`src/rtl/vend_pkg.sv`:
```
`default_nettype none
// +--------------------------------------------------------------------------+
// | Module   : vend_pkg                                                      |
// | Purpose  : Shared types and coin values for the soda vending sequencer.  |
// |            All money is expressed in nickel units.                       |
// | Ports    : none (package)                                                |
// | Revision : 1.0  initial release                                          |
// +--------------------------------------------------------------------------+
package vend_pkg;

   typedef enum logic [2:0] {
      IDLE    = 3'd0,
      COLLECT = 3'd1,
      VEND    = 3'd2,
      CHANGE  = 3'd3,
      FAULT   = 3'd4
   } state_t;

   localparam logic [2:0] NICKEL_V  = 3'd1;
   localparam logic [2:0] DIME_V    = 3'd2;
   localparam logic [2:0] QUARTER_V = 3'd5;

endpackage
`default_nettype wire

```
`src/rtl/coin_value_dec.sv`:
```
`default_nettype none
// +--------------------------------------------------------------------------+
// | Module   : coin_value_dec                                                |
// | Purpose  : Decodes the three coin strobes into a credit value in nickels.|
// |            Any combination of more than one coin is worth nothing and is |
// |            flagged so the sequencer can bounce it to the return chute.   |
// | Ports    : nickle, dime, quarter  in   coin strobes                      |
// |            value[2:0]             out  coin value in nickels             |
// |            multi_hot              out  more than one strobe high         |
// | Revision : 1.0  initial release                                          |
// +--------------------------------------------------------------------------+
module coin_value_dec
   import vend_pkg::*;
(
   input  logic       nickle,
   input  logic       dime,
   input  logic       quarter,
   output logic [2:0] value,
   output logic       multi_hot
);

   always_comb begin
      value     = 3'd0;
      multi_hot = 1'b0;
      case ({quarter, dime, nickle})
         3'b000:  value     = 3'd0;
         3'b001:  value     = NICKEL_V;
         3'b010:  value     = DIME_V;
         3'b100:  value     = QUARTER_V;
         default: multi_hot = 1'b1;
      endcase
   end

endmodule
`default_nettype wire

```
`src/rtl/vend_sequencer.sv`:
```
`default_nettype none
// +--------------------------------------------------------------------------+
// | Module   : vend_sequencer                                                |
// | Purpose  : Control sequencer for the soda vending datapath. Accumulates  |
// |            coin credit, requests a dispense once credit reaches PRICE,   |
// |            then pays change out one nickel at a time. Supports cancel/   |
// |            refund and faults if a request waits too long for its ack.    |
// | Ports    : clk_i, reset_n            clock, async active-low reset       |
// |            nickle_i/dime_i/quarter_i coin strobes (1-cycle pulses)       |
// |            cancel_i                  refund request pulse                |
// |            vend_ack_i, coin_ack_i    dispenser / hopper acknowledges     |
// |            soda_req_o, coin_req_o    level requests (registered)         |
// |            coin_reject_o             same-cycle reject of incoming coin  |
// |            credit_o                  credit or remaining change          |
// |            busy_o, fault_o           status (registered)                 |
// | Revision : 1.0  initial release                                          |
// +--------------------------------------------------------------------------+
module vend_sequencer
   import vend_pkg::*;
#(
   parameter int PRICE    = 4,
   parameter int CREDIT_W = 4,
   parameter int ACK_TMO  = 64,
   parameter int TMO_W    = 7
)(
   input  logic                clk_i,
   input  logic                reset_n,
   input  logic                nickle_i,
   input  logic                dime_i,
   input  logic                quarter_i,
   input  logic                cancel_i,
   input  logic                vend_ack_i,
   input  logic                coin_ack_i,
   output logic                soda_req_o,
   output logic                coin_req_o,
   output logic                coin_reject_o,
   output logic [CREDIT_W-1:0] credit_o,
   output logic                busy_o,
   output logic                fault_o
);

   localparam logic [CREDIT_W-1:0] c_price      = CREDIT_W'(PRICE);
   localparam logic [CREDIT_W-1:0] c_max_credit = CREDIT_W'(PRICE + 4);
   localparam logic [CREDIT_W-1:0] c_one        = CREDIT_W'(1);
   localparam logic [TMO_W-1:0]    c_tmo_last   = TMO_W'(ACK_TMO - 1);
   localparam logic [TMO_W-1:0]    c_tmo_one    = TMO_W'(1);

   state_t              r_state;
   state_t              w_next_state;
   logic [CREDIT_W-1:0] r_credit;
   logic [CREDIT_W-1:0] w_next_credit;
   logic [CREDIT_W-1:0] w_after_vend;
   logic [TMO_W-1:0]    r_timer;
   logic [TMO_W-1:0]    w_next_timer;
   logic                r_soda_req;
   logic                r_coin_req;
   logic                r_busy;
   logic                r_fault;

   logic [2:0]          w_coin_value;
   logic                w_multi_hot;
   logic                w_any_coin;
   logic                w_open;
   logic                w_cancel_refund;
   logic                w_vend_trigger;
   logic                w_accept;
   logic                w_ack;

   coin_value_dec u_coin_value_dec (
      .nickle    (nickle_i),
      .dime      (dime_i),
      .quarter   (quarter_i),
      .value     (w_coin_value),
      .multi_hot (w_multi_hot)
   );

   // Coins are only credited while collecting and only when neither a refund
   // nor a dispense is being launched this cycle; everything else bounces.
   assign w_any_coin      = nickle_i | dime_i | quarter_i;
   assign w_open          = (r_state == IDLE) || (r_state == COLLECT);
   assign w_cancel_refund = w_open && cancel_i && (r_credit != '0);
   assign w_vend_trigger  = (r_state == COLLECT) && (r_credit >= c_price);
   assign w_accept        = w_open && !w_cancel_refund && !w_vend_trigger
                            && !w_multi_hot && w_any_coin;
   assign coin_reject_o   = w_any_coin && !w_accept;

   // Only acks that answer the current request count; stray ones are ignored.
   assign w_ack        = ((r_state == VEND) && vend_ack_i) ||
                         ((r_state == CHANGE) && coin_ack_i);
   assign w_after_vend = r_credit - c_price;

   always_comb begin
      w_next_state  = r_state;
      w_next_credit = r_credit;
      case (r_state)
         IDLE, COLLECT: begin
            if (w_cancel_refund) begin
               w_next_state = CHANGE;
            end else if (w_vend_trigger) begin
               w_next_state = VEND;
            end else if (w_accept) begin
               w_next_state  = COLLECT;
               w_next_credit = r_credit + CREDIT_W'(w_coin_value);
            end
         end
         VEND: begin
            if (vend_ack_i) begin
               w_next_credit = w_after_vend;
               w_next_state  = (w_after_vend != '0) ? CHANGE : IDLE;
            end else if (r_timer == c_tmo_last) begin
               w_next_state = FAULT;
            end
         end
         CHANGE: begin
            if (coin_ack_i && (r_credit != '0)) begin
               w_next_credit = r_credit - c_one;
               if (r_credit == c_one) begin
                  w_next_state = IDLE;
               end
            end else if (r_timer == c_tmo_last) begin
               w_next_state = FAULT;
            end
         end
         FAULT: begin
            w_next_state = FAULT;
         end
         default: begin
            w_next_state  = IDLE;
            w_next_credit = '0;
         end
      endcase
   end

   // The timer restarts on every state change and every accepted ack, so the
   // bound applies to each individual request rather than the whole payout.
   always_comb begin
      w_next_timer = '0;
      if ((w_next_state == r_state) && !w_ack &&
          ((r_state == VEND) || (r_state == CHANGE))) begin
         w_next_timer = r_timer + c_tmo_one;
      end
   end

   // Outputs are registered from next-state values so they line up with the
   // state they describe and carry no combinational path from the inputs.
   always_ff @(posedge clk_i or negedge reset_n) begin
      if (!reset_n) begin
         r_state    <= IDLE;
         r_credit   <= '0;
         r_timer    <= '0;
         r_soda_req <= 1'b0;
         r_coin_req <= 1'b0;
         r_busy     <= 1'b0;
         r_fault    <= 1'b0;
      end else begin
         r_state    <= w_next_state;
         r_credit   <= w_next_credit;
         r_timer    <= w_next_timer;
         r_soda_req <= (w_next_state == VEND);
         r_coin_req <= (w_next_state == CHANGE) && (w_next_credit != '0);
         r_busy     <= (w_next_state == VEND) || (w_next_state == CHANGE) ||
                       (w_next_state == FAULT);
         r_fault    <= (w_next_state == FAULT);
      end
   end

   assign soda_req_o = r_soda_req;
   assign coin_req_o = r_coin_req;
   assign busy_o     = r_busy;
   assign fault_o    = r_fault;
   assign credit_o   = r_credit;

   // Coins are only added below PRICE, so credit is bounded by PRICE+4.
   a_credit_bound: assert property (@(posedge clk_i) disable iff (!reset_n)
                                    r_credit <= c_max_credit);

endmodule
`default_nettype wire

```
`config.mk`:
```
export PLATFORM = sky130hd
export DESIGN_NAME = vend_sequencer
export DESIGN_NICKNAME = d
export VERILOG_FILES = /design/src/rtl/vend_pkg.sv /design/src/rtl/coin_value_dec.sv /design/src/rtl/vend_sequencer.sv
export SDC_FILE = /design/constraint.sdc
export NUM_CORES = 1
export LEC_CHECK = 0
export CORE_UTILIZATION = 40
export CTS_CLUSTER_SIZE = 14
export DETAILED_ROUTE_END_ITERATION = 8
export PLACE_DENSITY_LB_ADDON = 0.12
export SYNTH_ARGS = -nofsm -noshare
export SYNTH_HDL_FRONTEND = slang
export SYNTH_SLANG_ARGS = --single-unit
```
`constraint.sdc`:
```
create_clock -name clk_i -period 3 [get_ports clk_i]
set_clock_uncertainty 0.2 [all_clocks]
set_input_delay 0.6 -clock clk_i [delete_from_list [all_inputs] [get_ports clk_i]]
set_output_delay 0.6 -clock clk_i [all_outputs]
set_load 0.02 [all_outputs]
```
Yosys cells after proc, flatten, opt, wreduce, memory -nomap -nowiden
Index checks and enable logic that the tools add are counted.

Flip-flop bits (word level): 18. Output and inout bits: 9.

Bitwise logic cells: 2. Multiplexer cells: 17. Eq/ne operators: 13. $add $sub $neg: 4. Magnitude comparators: 1. Reductions and logical operators: 30.

Operators with widths (number): $mux W3 (7); $mux W4 (5); $pmux W4 S4 (1); $eq A3 B2 Y1 const B (5); $logic_and A1 B1 Y1 (14); $pmux W3 S4 (1); $reduce_bool A4 Y1 (3); $eq A3 B3 Y1 const B (3); $pmux W3 S3 (1); $add A7 B1 Y7 const B (1); $eq A7 B6 Y1 const B (1); $mux W7 (1); $eq A3 B1 Y1 const B (2); $logic_not A3 Y1 (2); $logic_or A1 B1 Y1 (5); $add A4 B3 Y4 (1); $eq A4 B1 Y1 const B (1); $ge A4 B3 Y1 const B (1); $logic_not A1 Y1 (4); $reduce_or A4 Y1 (1); $sub A4 B1 Y4 const B (1); $sub A4 B3 Y4 const B (1); $eq A3 B3 Y1 (1); $mux W2 (1); 2 further kinds (3).

Logic depth before layout (Yosys ltp)
Word-level depth: 17. Mapped depth: 10. Mapped depth without buffers: 9.

Modules after synthesis
Synthesis repeated with hierarchy kept, for this count alone.

Cell total of the unflattened synthesis: 146. Area total of the unflattened synthesis: 1297.5 um^2.

By module, submodules not included: vend_sequencer (area an instance 1258.7 um^2, cells each 141, instances 1); coin_value_dec (area an instance 38.8 um^2, cells each 5, instances 1).

Worst setup path before layout
No wires, ideal clock.

Kind: input -> register. Start: input port nickle_i. End: register r_coin_req (netlist: coin_req_o). Arrival: 2.570 ns. Data required time: 2.671 ns. Stages: 9. Path slack: 0.101 ns. Cell sequence: buf_2 nor3b_1 ha_1 a21o_1 a21oi_1 nor3_2 xnor2_1 a221o_1 o41a_1.

Cells in the longest elaborated chain, start to end: 10. Elaborated cells on any way between the ends: 22. Those cells by class: add/sub: 1; eq/ne: 4; mux: 9; bitwise: 2; reduce/logical: 6.

RTL lines: start, declared (line vend_sequencer.sv:28) `input logic nickle_i,`; branches (longest 4 deep; another with $add A4 B3 Y4); $mux W4 (*) (line vend_sequencer.sv:101) `end else if (w_accept) begin`; $mux W4 (*) (line vend_sequencer.sv:99) `end else if (w_vend_trigger) begin`; $mux W4 (*) (line vend_sequencer.sv:97) `if (w_cancel_refund) begin`; $pmux W4 S4 (*) (line vend_sequencer.sv:95) `case (r_state)`; net w_next_credit[3] (line vend_sequencer.sv:51) `logic [CREDIT_W-1:0] w_next_credit;`; $reduce_bool A4 Y1 (*) (line vend_sequencer.sv:160) `r_coin_req <= (w_next_state == CHANGE) && (w_next_credit != '0);`; $logic_and A1 B1 Y1 (*) (line vend_sequencer.sv:160); end signal, assigned (line vend_sequencer.sv:160); end, declared (line vend_sequencer.sv:56) `logic r_coin_req;`.

Mark *: on every way through the listed nets, which the timed path passes.

Final worst setup path
Start: input port dime_i. End: register r_coin_req (netlist: coin_req_o).

Cells in the longest elaborated chain, start to end: 10. Elaborated cells on any way between the ends: 22. Those cells by class: add/sub: 1; eq/ne: 4; mux: 9; bitwise: 2; reduce/logical: 6.

RTL lines: start, declared (line vend_sequencer.sv:29) `input logic dime_i,`; branches (longest 4 deep; another with $add A4 B3 Y4); $mux W4 (*) (line vend_sequencer.sv:101); $mux W4 (*) (line vend_sequencer.sv:99); $mux W4 (*) (line vend_sequencer.sv:97); $pmux W4 S4 (*) (line vend_sequencer.sv:95); net w_next_credit[3] (line vend_sequencer.sv:51); $reduce_bool A4 Y1 (*) (line vend_sequencer.sv:160); $logic_and A1 B1 Y1 (*) (line vend_sequencer.sv:160).

Marks and branches as above.

==> key figures <==
Run status
  • Outcome: complete, but fails checks
  • Failing checks: DRC

Die
  • Die W: 57.42 um
  • Row count: 19
  • Die height: 57.42 um
  • Starting density of the core: 43.43%
  • CORE AREA: 0.002829 mm^2
  • Num ports: 17
  • Die area: 0.003297 mm^2

Drt
  • DR vias/cell: 5.490
  • 1st-iter DRT viols: 51
  • WL/cell: 13.69 um
  • Drt first pass iters: 6
  • Vias: 1109
  • Drt total wl: 2765 um
  • DRC viols: 1
  • DRT antenna net count: 0

CTS
  • Clk buf depth: 2
  • H-tree Lvls: 1
  • Clk slew on worst S/H paths: 0.11 ns
  • Clk_lat worst skew: 0.29 ns
  • CTS sink count: 18
  • Hold-fix buffers, CTS: 0
  • CTS tree: done
  • Clock Tree Root: clkbuf_4
  • Num CTS Buffers: 3

Pwr
  • Int Pwr: 0.8404 mW
  • Combinational Power Share: 64.8%
  • Register share of total power: 24.9%
  • Pwr per Cell Area: 913.8 mW/mm^2
  • Clk pwr share: 10.3%
  • Leakage Power: 0.7376 nW
  • Switching Power: 0.6231 mW
  • Maximum vdd drop: 410.3 uV
  • Sw Share: 42.58%

Synth
  • Syn. warnings: 0
  • Simple-Gate Fraction of Synth Area: 22.51%
  • Largest family of logic cells by synthesized area: simple AND/OR/NAND/NOR gates
  • Synth Area in Adders: 11.61%
  • Fraction of synthesized area in multiplexers: 0%
  • Post-synthesis sequential area ratio: 36.66%
  • Post-synthesis async set-or-reset flop share: 100.0%
  • Post-synth EDFFs: 0
  • Synth Area in XOR/XNOR: 7.128%
  • Syn Nets: 153
  • Synth Register Bits: 18
  • Yosys cell types: 45
  • Mapped Cells: 135
  • Compound-gate portion of the synthesized area: 18.02%
  • Synth Area per Inst: 9.101 um^2
  • Ys flop type: dfrtp_1
  • Synth Cell Area: 0.001229 mm^2

Critical path
  • Critical Path, Cell by Cell: clkdlybuf4s50_1 > nor3b_2 > ha_1 > a21o_1 > a21oi_1 > nor3_2 > xnor2_1 > a221o_1 > o41a_1
  • CP Launch Type: primary input
  • Arr. time, crit path: 2.85 ns
  • Worst setup startpoint: dime_i
  • CP Capture Type: register
  • Top Family by Delay on Critical Path: compound AO/OA/AOI/OAI gates
  • WS Path Type: in2reg
  • Slowest cell delay on critical path: 0.47 ns
  • Bufs and invs on worst path: 1
  • Req. time, crit path: 2.98 ns
  • FF-to-FF Start: credit_o[1]
  • R2R depth: 10
  • Crit-path slowest cell: clkdlybuf4s50_1
  • Capturing point of the worst reg2reg path: coin_req_o
  • R2R Setup Slk: 0.47 ns
  • Crit-path max FO: 2

Hold path
  • WHS Path Cells: 1
  • Hold path start: r_timer[0]
  • Worst Hold Endpoint: r_timer[0]
  • HP Class: reg2reg

STA
  • Slew @ Worst Pin: 0.8205 ns
  • Worst rel slew slack: 45.13%
  • Finish-stage setup viols: 0
  • RSZ-0062 raised after global routing: false
  • Tcrit/Tclk final: 95.71%
  • Final TNS setup: 0 ns
  • Tmin final: 2.871 ns
  • Max Slew Vio Count: 0
  • Final Hold Fails: 0
  • FMAX: 348.3 MHz

Global route
  • Initial antenna violation count: 0
  • GRT Resource Usage Total: 19.34%
  • First-pass GRT wire length: 4892 um
  • Vias in the first global route: 1093
  • GRT Residual Overflow: 0
  • Largest net degree at the start of global routing: 19

Final layout
  • Final Core Density: 56.61%
  • ANT cells: 0
  • Most frequent cells in the layout: 19 x buf_4, 18 x dfrtp_1, 14 x nor2_1
  • Most common cell after layout, fill and taps aside: buf_4
  • Synth-to-Final Area Change: 30.35%
  • Layout net count: 190
  • Share of cells above drive strength 1: 18.71%

Placement
  • Buffers on Ports: 16
  • Routability congestion estimate from global placement: 0.9277
  • Detail Placement HPWL: 2167 um

Run
  • Maxcap violations: 0
==> registers in the layout, summed over array words and instances (netlist names) <==
signal      flops
busy_o          1
coin_req_o      1
credit_o        4
fault_o         1
r_state         3
r_timer         7
soda_req_o      1
==> per-layer routing <==
metal / up-vias / track usage, % / share of wire, %
li1: 558 / - / -
met1: 513 / 25.62 / 45
met2: 32 / 31.56 / 48
met3: 6 / 2.041 / 5.2
met4: 0 / 9.408 / 2.1
met5: - / 0 / 0
==> synth_stat cells, drive strengths merged (2+ instances only) <==
| library cell | instances | area (um^2) |
|---|---|---|
| nor2b | 4 | 25.02 |
| ha | 9 | 112.6 |
| dfrtp | 18 | 450.4 |
| nand2 | 7 | 26.28 |
| o21ai | 5 | 25.02 |
| a221o | 2 | 20.02 |
| nor3 | 4 | 25.02 |
| or3 | 3 | 20.02 |
| a211o | 2 | 17.52 |
| nand2b | 2 | 12.51 |
| nor3b | 2 | 20.02 |
| nand3 | 6 | 30.03 |
| o2bb2ai | 2 | 17.52 |
| a31oi | 2 | 12.51 |
| xor2 | 4 | 35.03 |
| nor4 | 2 | 12.51 |
| o31ai | 2 | 15.01 |
| xnor2 | 6 | 52.55 |
| nor2 | 15 | 56.30 |
| a21oi | 9 | 48.80 |
| clkbuf | 2 | 7.510 |
| inv | 10 | 37.53 |
==> layout make-up <==
| type | count | area [um^2] |
|---|---|---|
| Multi-Input combinational cell | 104 | 735.7 |
| Clock buffer | 4 | 36.28 |
| Fill cell | 268 | 1227 |
| Tap cell | 31 | 38.79 |
| Sequential cell | 18 | 450.4 |
| Inverter | 10 | 37.54 |
| Timing Repair Buffer | 35 | 302.8 |
==> per-stage QoR <==
stage / hold WS (ns) / instance area, um^2 / total power, mW / setup slack (ns) / cells
after detailed placement: 0.2567 / 1550 / 1.312 / -0.3481 / 197
after global placement: 0.2521 / 1550 / 1.300 / -0.2464 / 197
after floorplan: 0.1044 / 1229 / 0.9163 / 0.1010 / 135
final: 0.2698 / 1602 / 1.464 / 0.1286 / 202
after global routing: 0.2931 / 1602 / 1.594 / 0.04339 / 202
after CTS: 0.2721 / 1590 / 1.464 / -0.03153 / 201
==> worst max-delay path by stage <==
| stage | endpoint | cells after the start |
|---|---|---|
| 3_3_place_gp | coin_req_o | 9 |
| 6_report | coin_req_o | 9 |
| 5_1_grt | coin_req_o | 9 |
| 2_1_floorplan | coin_req_o | 9 |
| 4_1_cts | coin_reject_o | 6 |
| 3_5_place_dp | coin_req_o | 9 |
==> cell families (layout without fill, tap and decap cells) <==
| kind of cell | count (synthesis) | in the layout |
|---|---|---|
| and+or+nand+nor | 51 | 51 |
| AOI/OAI and AO/OA | 32 | 32 |
| DFF | 18 | 18 |
| buffers and inverters | 13 | 49 |
| adders and majority gates | 11 | 11 |
| xor gates and xnor gates | 10 | 10 |
==> repair_timing <==
action	in CTS	in global routing
cloned	0	0
setup endpoints to repair	2	2
gates resized for setup	2	5
pin swaps	0	1
buffers inserted	0	1
hold endpoints to repair	0	0
==> power groups by stage <==
stage / Sequential, mW / Combinational (mW) / Clock [mW]
floorplan: 0.438 / 0.478 / 0
CTS: 0.365 / 0.944 / 0.155
global placement: 0.368 / 0.932 / 0
finish: 0.365 / 0.948 / 0.151
detailed placement: 0.370 / 0.942 / 0
global route: 0.377 / 1.05 / 0.162
(Power assumes the default switching activity.)
